==> config.mk <==
export PLATFORM = sky130hd
export DESIGN_NAME = regfile_clr
export DESIGN_NICKNAME = d
export VERILOG_FILES = /design/src/rtl/regfile_clr.sv
export SDC_FILE = /design/constraint.sdc
export NUM_CORES = 1
export LEC_CHECK = 0
export CAP_MARGIN = 20
export CORE_UTILIZATION = 61
export CTS_BUF_LIST = sky130_fd_sc_hd__clkbuf_8
export DETAILED_ROUTE_END_ITERATION = 8
export GPL_TIMING_DRIVEN = 1
export PLACE_DENSITY = 0.82
export SLEW_MARGIN = 25
export SYNTH_ARGS = -nofsm -noshare
export SYNTH_HDL_FRONTEND = slang
export SYNTH_SLANG_ARGS = --single-unit
==> constraint.sdc <==
create_clock -name clk -period 2.2 [get_ports clk]
set_input_delay 0.22 -clock clk [delete_from_list [all_inputs] [get_ports clk]]
set_output_delay 0.22 -clock clk [all_outputs]
set_load 0.01 [all_outputs]
==> src/rtl/regfile_clr.sv <==
// regfile_clr: parametrised two-read/one-write register file with a sequenced clear engine.
// Optional macro REGFILE_BYPASS_EN enables same-cycle write-to-read forwarding.
module regfile_clr #(
  parameter int WIDTH    = 8,
  parameter int ADDR_W   = 4,
  parameter int ZERO_REG = 1
) (
  input  logic              clk,
  input  logic              reset,
  input  logic              we3,
  input  logic [ADDR_W-1:0] wa3,
  input  logic [WIDTH-1:0]  wd3,
  input  logic [ADDR_W-1:0] ra1,
  input  logic [ADDR_W-1:0] ra2,
  input  logic              clr,
  output logic [WIDTH-1:0]  rd1,
  output logic [WIDTH-1:0]  rd2,
  output logic              busy,
  output logic              wr_rej
);

  localparam int DEPTH = 2**ADDR_W;
  localparam logic [ADDR_W-1:0] CNT_LAST = ADDR_W'(DEPTH - 1);

  typedef enum logic {
    IDLE  = 1'b0,
    CLEAR = 1'b1
  } state_e;

  state_e              state_q, state_d;
  logic [ADDR_W-1:0]   cnt_q, cnt_d;
  logic                wr_rej_q, wr_rej_d;
  logic                mem_we;
  logic [ADDR_W-1:0]   mem_wa;
  logic [WIDTH-1:0]    mem_wd;
  logic [WIDTH-1:0]    mem_q [DEPTH];

  function automatic logic is_zero_reg(input logic [ADDR_W-1:0] addr);
    return (ZERO_REG != 0) && (addr == '0);
  endfunction

  // Single write port shared by the clear sweep and normal writes.
  always_comb begin
    // NOTE: every signal gets a default first so no path leaves it unassigned (no latch).
    state_d  = state_q;
    cnt_d    = cnt_q;
    wr_rej_d = 1'b0;
    mem_we   = 1'b0;
    mem_wa   = wa3;
    mem_wd   = wd3;
    case (state_q)
      IDLE: begin
        if (clr) begin
          state_d  = CLEAR;
          cnt_d    = '0;
          wr_rej_d = we3;
        end else if (we3) begin
          mem_we = !is_zero_reg(wa3);
        end
      end
      CLEAR: begin
        mem_we   = 1'b1;
        mem_wa   = cnt_q;
        mem_wd   = '0;
        cnt_d    = cnt_q + 1'b1;
        wr_rej_d = we3;
        if (cnt_q == CNT_LAST) begin
          state_d = IDLE;
        end
      end
      default: state_d = IDLE;
    endcase
  end

  // NOTE: sequential state uses non-blocking assignments so all registers update together.
  always_ff @(posedge clk) begin
    if (reset) begin
      state_q  <= CLEAR;
      cnt_q    <= '0;
      wr_rej_q <= 1'b0;
    end else begin
      state_q  <= state_d;
      cnt_q    <= cnt_d;
      wr_rej_q <= wr_rej_d;
    end
  end

  // NOTE: the array has no reset so it maps onto RAM; the clear sweep wipes it instead.
  always_ff @(posedge clk) begin
    if (mem_we && !reset) begin
      mem_q[mem_wa] <= mem_wd;
    end
  end

  assign busy   = (state_q == CLEAR);
  assign wr_rej = wr_rej_q;

`ifdef REGFILE_BYPASS_EN
  logic fwd_ok;
  assign fwd_ok = (state_q == IDLE) && we3 && !clr;
`endif

  // Busy and the zero register take precedence over any forwarded data.
  function automatic logic [WIDTH-1:0] read_port(input logic [ADDR_W-1:0] ra);
    logic [WIDTH-1:0] r;
    r = mem_q[ra];
`ifdef REGFILE_BYPASS_EN
    if (fwd_ok && (ra == wa3)) r = wd3;
`endif
    if (busy || is_zero_reg(ra)) r = '0;
    return r;
  endfunction

  always_comb begin
    rd1 = read_port(ra1);
    rd2 = read_port(ra2);
  end

endmodule
== Word-level counts from Yosys, hierarchy flattened ==
Memory sizes are Yosys's and may differ from the RTL's.
Index checks and enable logic that the tools add are counted.

* Muxes and demuxes: 16
* Reductions and logical operators: 8
* Bitwise gates (word level): 1
* Add/subtract/negate cells: 1
* Equality and inequality tests: 2

{| class="wikitable"
|+ Operator list
! cell !! count
|-
| $mux W8 || 3
|-
| $logic_not A4 Y1 || 3
|-
| $mux W4 || 2
|-
| $pmux W4 S2 || 1
|-
| $mux W1 || 7
|-
| $pmux W1 S2 || 3
|-
| $add A4 B1 Y4 const B || 1
|-
| $eq A4 B4 Y1 const B || 1
|-
| $logic_not A1 Y1 || 2
|-
| $logic_or A1 B1 Y1 || 2
|-
| $ne A2 B2 Y1 const B || 1
|-
| $logic_and A1 B1 Y1 || 1
|-
| $not A1 Y1 || 1
|}

* Memory bits (writable): 128
* Register bits after elaboration: 6
* Memories kept: 1

{| class="wikitable"
|+ Memories
! name !! depth !! bits a word !! read ports !! clocked after Yosys merged registers in !! wr ports !! line !! source
|-
| mem_q || 16 || 8 || 2 || 0 || 1 || 36 || <nowiki>logic [WIDTH-1:0] mem_q [DEPTH];</nowiki>
|}

== Logic depth before layout (Yosys ltp) ==
Gate-level depths: netlist of run 1.

* Word-level depth: 8
* Gate-level depth with buffers: 7

== Worst setup path after synthesis of run 1 ==
Ideal clock, no wire load.

* Kind: reg-to-reg
* Start point: register state_q (netlist: busy)
* End point: memory mem_q[2][0], enable pin
* Period minus slack after synthesis: 2.095 ns
* Buffers on the path: 0
* Data required time: 1.830 ns
* Arrival time: 1.724 ns
* Stages on the path, launching flop included: 5
* Library setup time: 0.370 ns
* Slack: 0.105 ns
* Cells stage by stage: dfxtp_1 > or3b_1 > or3b_1 > a21o_1 > nor2_1

* Word-level cells in the longest chain between the ends: 5
* Elaborated cells between the ends (all ways): 6

{| class="wikitable"
|+ Ends and longest elaborated chain
! what !! line !! source
|-
| start: declaration || 30 || <nowiki>state_e state_q, state_d;</nowiki>
|-
| start signal: assignment || 82 || <nowiki>state_q <= state_d;</nowiki>
|-
| $not A1 Y1 || -- ||
|-
| $pmux W1 S2 || 51 || <nowiki>case (state_q)</nowiki>
|-
| $logic_and A1 B1 Y1 || 90 || <nowiki>if (mem_we && !reset) begin</nowiki>
|-
| $mux W1 || 90 ||
|-
| $mux W1 (implied by the code) || 91 || <nowiki>mem_q[mem_wa] <= mem_wd;</nowiki>
|-
| end: declaration || 36 ||
|}

Parallel ways exist; a longest one is shown, timed or not.

==> impl_metrics.json, run 1 <==
{
  "outcome": "complete, but fails checks",
  "violations": "negative setup slack",
  "synthTopCellsByArea": "edfxtp_1, mux4_2, mux4_1",
  "r2r_slack_ns": 0.14,
  "fillers": 544,
  "p_leak_nw": 2.69,
  "max_stage_delay_ns": 0.54,
  "synthCells": 370,
  "coreArea_mm2": 0.00982,
  "clock_latency_ns": 0.44,
  "grt_pass1_wl_um": 23500,
  "grt_usage": 0.328,
  "crit_arrival_ns": 2.03,
  "rsz0062_at_grt": "yes",
  "grt_max_degree": 22,
  "holdPathEnd": "wr_rej",
  "async_flop_share": 0,
  "final_util": 0.777,
  "cts-root-buf": "clkbuf_8",
  "crit_chain": "mux4_2, mux2_4, a22o_1, buf_2",
  "holdWs_ns": 0.512,
  "fin_ws_ns": -0.0472,
  "critPathTopFamily": "multiplexers",
  "path_buf_inv": 1,
  "hold_path_depth": 3,
  "wirelength_um": 15600,
  "num_antenna_cells": 0,
  "ys_warn_count": 0,
  "synth_top_area_frac": 0.583,
  "cp_slowest_cell": "mux4_2",
  "area_growth_pct": 23.4,
  "reg2reg_depth": 5,
  "via_count": 4110,
  "cts-buffers-inserted": 17,
  "detail_route.wl_per_cell_um": 25.3,
  "fmax_mhz": 445,
  "drcViolationCount": 0,
  "crit_type": "flip-flop to output port",
  "synth_nets": 395,
  "fin_skew_ns": 0.00755,
  "period_minus_slack_ns": 2.25,
  "power_mw": 4.91,
  "antenna_found_initial": 0,
  "clock_path_buffers": 2,
  "fp.dieW_um": 103,
  "r2r_start": "busy",
  "worstPathMaxFanout": 2,
  "setup_viol": 1,
  "place_hpwl_um": 9970,
  "p_per_area_mw_per_mm2": 643,
  "clk_pin_slew_ns": 0.07,
  "cts_tree": "built",
  "grt_overflow": 0,
  "ys_types": 43,
  "avgSynthCellArea_um2": 16.7,
  "r2r-end": "mem_q[10][0]",
  "first_iter_violations": 466,
  "die_h_um": 103,
  "critPathCaptureType": "output port",
  "drtPass1Iterations": 5,
  "hp-start": "we3",
  "hold_class": "input pin to flip-flop",
  "slew_viol_final": 0,
  "worstMarginPinSlew_ns": 0.398,
  "start_util": 0.629,
  "antenna_left": 0,
  "hold_violations": 0,
  "portBuffers": 41,
  "ios": 42,
  "clock_sinks": 126,
  "period_share": 1.02,
  "required_ns": 1.98,
  "ir_worst_vdd_mv": 0.505,
  "yosysTopAreaCell": "edfxtp_1",
  "slew_headroom": 0.734,
  "hold_buffers": 0,
  "fp-row-count": 36,
  "synth_seq_cells": 126,
  "dieArea_mm2": 0.0105,
  "crit_path_start_kind": "flip-flop",
  "drive_gt1_frac": 0.407,
  "cap_violations": 0,
  "cts-htree-levels": 4,
  "netlist_area_mm2": 0.00618,
  "seq_area_frac_synth": 0.602,
  "place_congestion": 0.918,
  "yosys_most_used_dff": "edfxtp_1",
  "nets": 496,
  "dpl_worst_slack_ns": -0.422,
  "synth_edf_count": 120,
  "viasPerCell": 6.66,
  "grt_pass1_vias": 4249
}
## worst max path at each step
stage,startpoint,end,slack (ns),depth (start not counted)
after detailed placement,ra2[0],rd2[2],-0.42,7
final,mem_q[14][2],rd2[2],-0.05,4
after CTS,mem_q[14][2],rd2[2],-0.05,4
after global placement,ra2[0],rd2[1],-0.34,7
after global routing,mem_q[14][2],rd2[2],-0.10,4
after floorplan,busy,mem_q[2][0],0.11,4
## layout make-up
| class | instances | area [um^2] | share of cell area |
|---|---|---|---|
| sequential | 126 | 3720 | 0.488 |
| clock inverter | 13 | 97.6 | 0.0128 |
| clock buffer | 19 | 262 | 0.0343 |
| inverter | 5 | 18.8 | 0.00246 |
| multi-input combinational | 209 | 2340 | 0.307 |
| tap | 133 | 166 | 0.0218 |
| timing repair buffer | 112 | 1020 | 0.133 |
## registers in the layout (all words and copies together), names as in the netlist
| signal | count |
|---|---|
| cnt_q | 4 |
| mem_q | 120 |
| wr_rej | 1 |
| busy | 1 |
## logic make-up (layout without fill, tap and decap cells)
family,count (synthesis),in the layout,share of synthesized area
buffers and inverters,35,149,0.0306
and+or+nand+nor,75,75,0.0623
DFF,126,126,0.602
adders and majority gates,1,1,0.00202
AOI/OAI and AO/OA,53,53,0.0654
muxes,80,80,0.237
## synth_stat cells, types with 2 or more instances
| cell type | instances |
|---|---|
| a211oi_1 | 3 |
| a21o_1 | 3 |
| a21oi_1 | 3 |
| a221oi_1 | 7 |
| a22o_1 | 7 |
| a22oi_1 | 7 |
| a32oi_1 | 3 |
| a41oi_1 | 2 |
| buf_1 | 3 |
| buf_2 | 8 |
| buf_4 | 6 |
| clkbuf_1 | 10 |
| dfxtp_1 | 6 |
| edfxtp_1 | 120 |
| inv_1 | 5 |
| mux2_2 | 22 |
| mux2i_1 | 10 |
| mux4_1 | 10 |
| mux4_2 | 38 |
| nand2_1 | 9 |
| nand3_1 | 4 |
| nand3b_1 | 4 |
| nand4_1 | 2 |
| nor2_1 | 29 |
| nor2b_1 | 13 |
| nor3_1 | 2 |
| nor3b_1 | 3 |
| o21ai_0 | 7 |
| o32ai_1 | 7 |
| or2_2 | 2 |
| or3b_1 | 3 |
## repair_timing
| item | CTS | global route |
|---|---|---|
| endpoints found under the setup margin | 16 | 13 |
| buffers inserted | 9 | 1 |
| pin swaps | 2 | 3 |
| gates resized for setup | 78 | 11 |
| cloned | 1 | 0 |
## cell usage in the layout (no fill, tap or decap), types with 5 or more instances in the layout
cell type        instances
a221oi_1                 7
clkbuf_8                19
a22o_1                   7
mux2i_4                  5
dlygate4sd2_1            5
edfxtp_1               120
o32ai_1                  5
nand2_1                  9
nor2_1                  29
a22oi_1                  7
dfxtp_1                  5
buf_2                   12
buf_12                   9
mux2_2                  20
inv_1                    8
mux4_2                  47
nor2b_1                 13
buf_4                   60
clkdlybuf4s50_1         20
## worst min-delay path, delay by kind of cell
family	cells	cell delay, ns
buf+inv	2	0.56
simple gates	1	0.13
## per-stage QoR
stage | instances | TNS, ns | area, um^2
2_1_floorplan | 370 | 0 | 6180
3_3_place_gp | 574 | -7.96 | 7130
3_5_place_dp | 574 | -12.61 | 7130
4_1_cts | 616 | -0.0933 | 7610
5_1_grt | 617 | -0.264 | 7630
6_report | 617 | -0.0472 | 7630
## per-layer routing
metal / up-vias / share of wire / track usage
met5: - / 0 / 0
met4: 0 / 0.056 / 0.210
met3: 81 / 0.11 / 0.0800
met2: 312 / 0.51 / 0.545
met1: 1983 / 0.33 / 0.384
li1: 1734 / - / -
## where the power goes
part,switching (mW),internal (mW)
Clock,0.866,0.934
Combinational,0.211,0.267
Sequential,0.0189,2.61
Total,1.09,3.81
(Power assumes the default switching activity.)
==> inputs of run 2 (changes only) <==
--- a/config.mk
+++ b/config.mk
@@ -9,6 +9,7 @@
 export CORE_UTILIZATION = 61
 export CTS_BUF_LIST = sky130_fd_sc_hd__clkbuf_8
 export DETAILED_ROUTE_END_ITERATION = 8
+export GPL_ROUTABILITY_DRIVEN = 0
 export GPL_TIMING_DRIVEN = 1
 export PLACE_DENSITY = 0.82
 export SLEW_MARGIN = 25
==> results of run 2 <==
Final layout, timing and power as in run 1 (identical DEF).
==> inputs of run 3 (changes only) <==
--- a/config.mk
+++ b/config.mk
@@ -5,14 +5,12 @@
 export SDC_FILE = /design/constraint.sdc
 export NUM_CORES = 1
 export LEC_CHECK = 0
-export CAP_MARGIN = 20
 export CORE_UTILIZATION = 61
 export CTS_BUF_LIST = sky130_fd_sc_hd__clkbuf_8
 export DETAILED_ROUTE_END_ITERATION = 8
 export GPL_ROUTABILITY_DRIVEN = 0
 export GPL_TIMING_DRIVEN = 1
 export PLACE_DENSITY = 0.82
-export SLEW_MARGIN = 25
 export SYNTH_ARGS = -nofsm -noshare
 export SYNTH_HDL_FRONTEND = slang
 export SYNTH_SLANG_ARGS = --single-unit
==> results of run 3 <==
Final layout, timing and power as in run 1 (identical DEF).
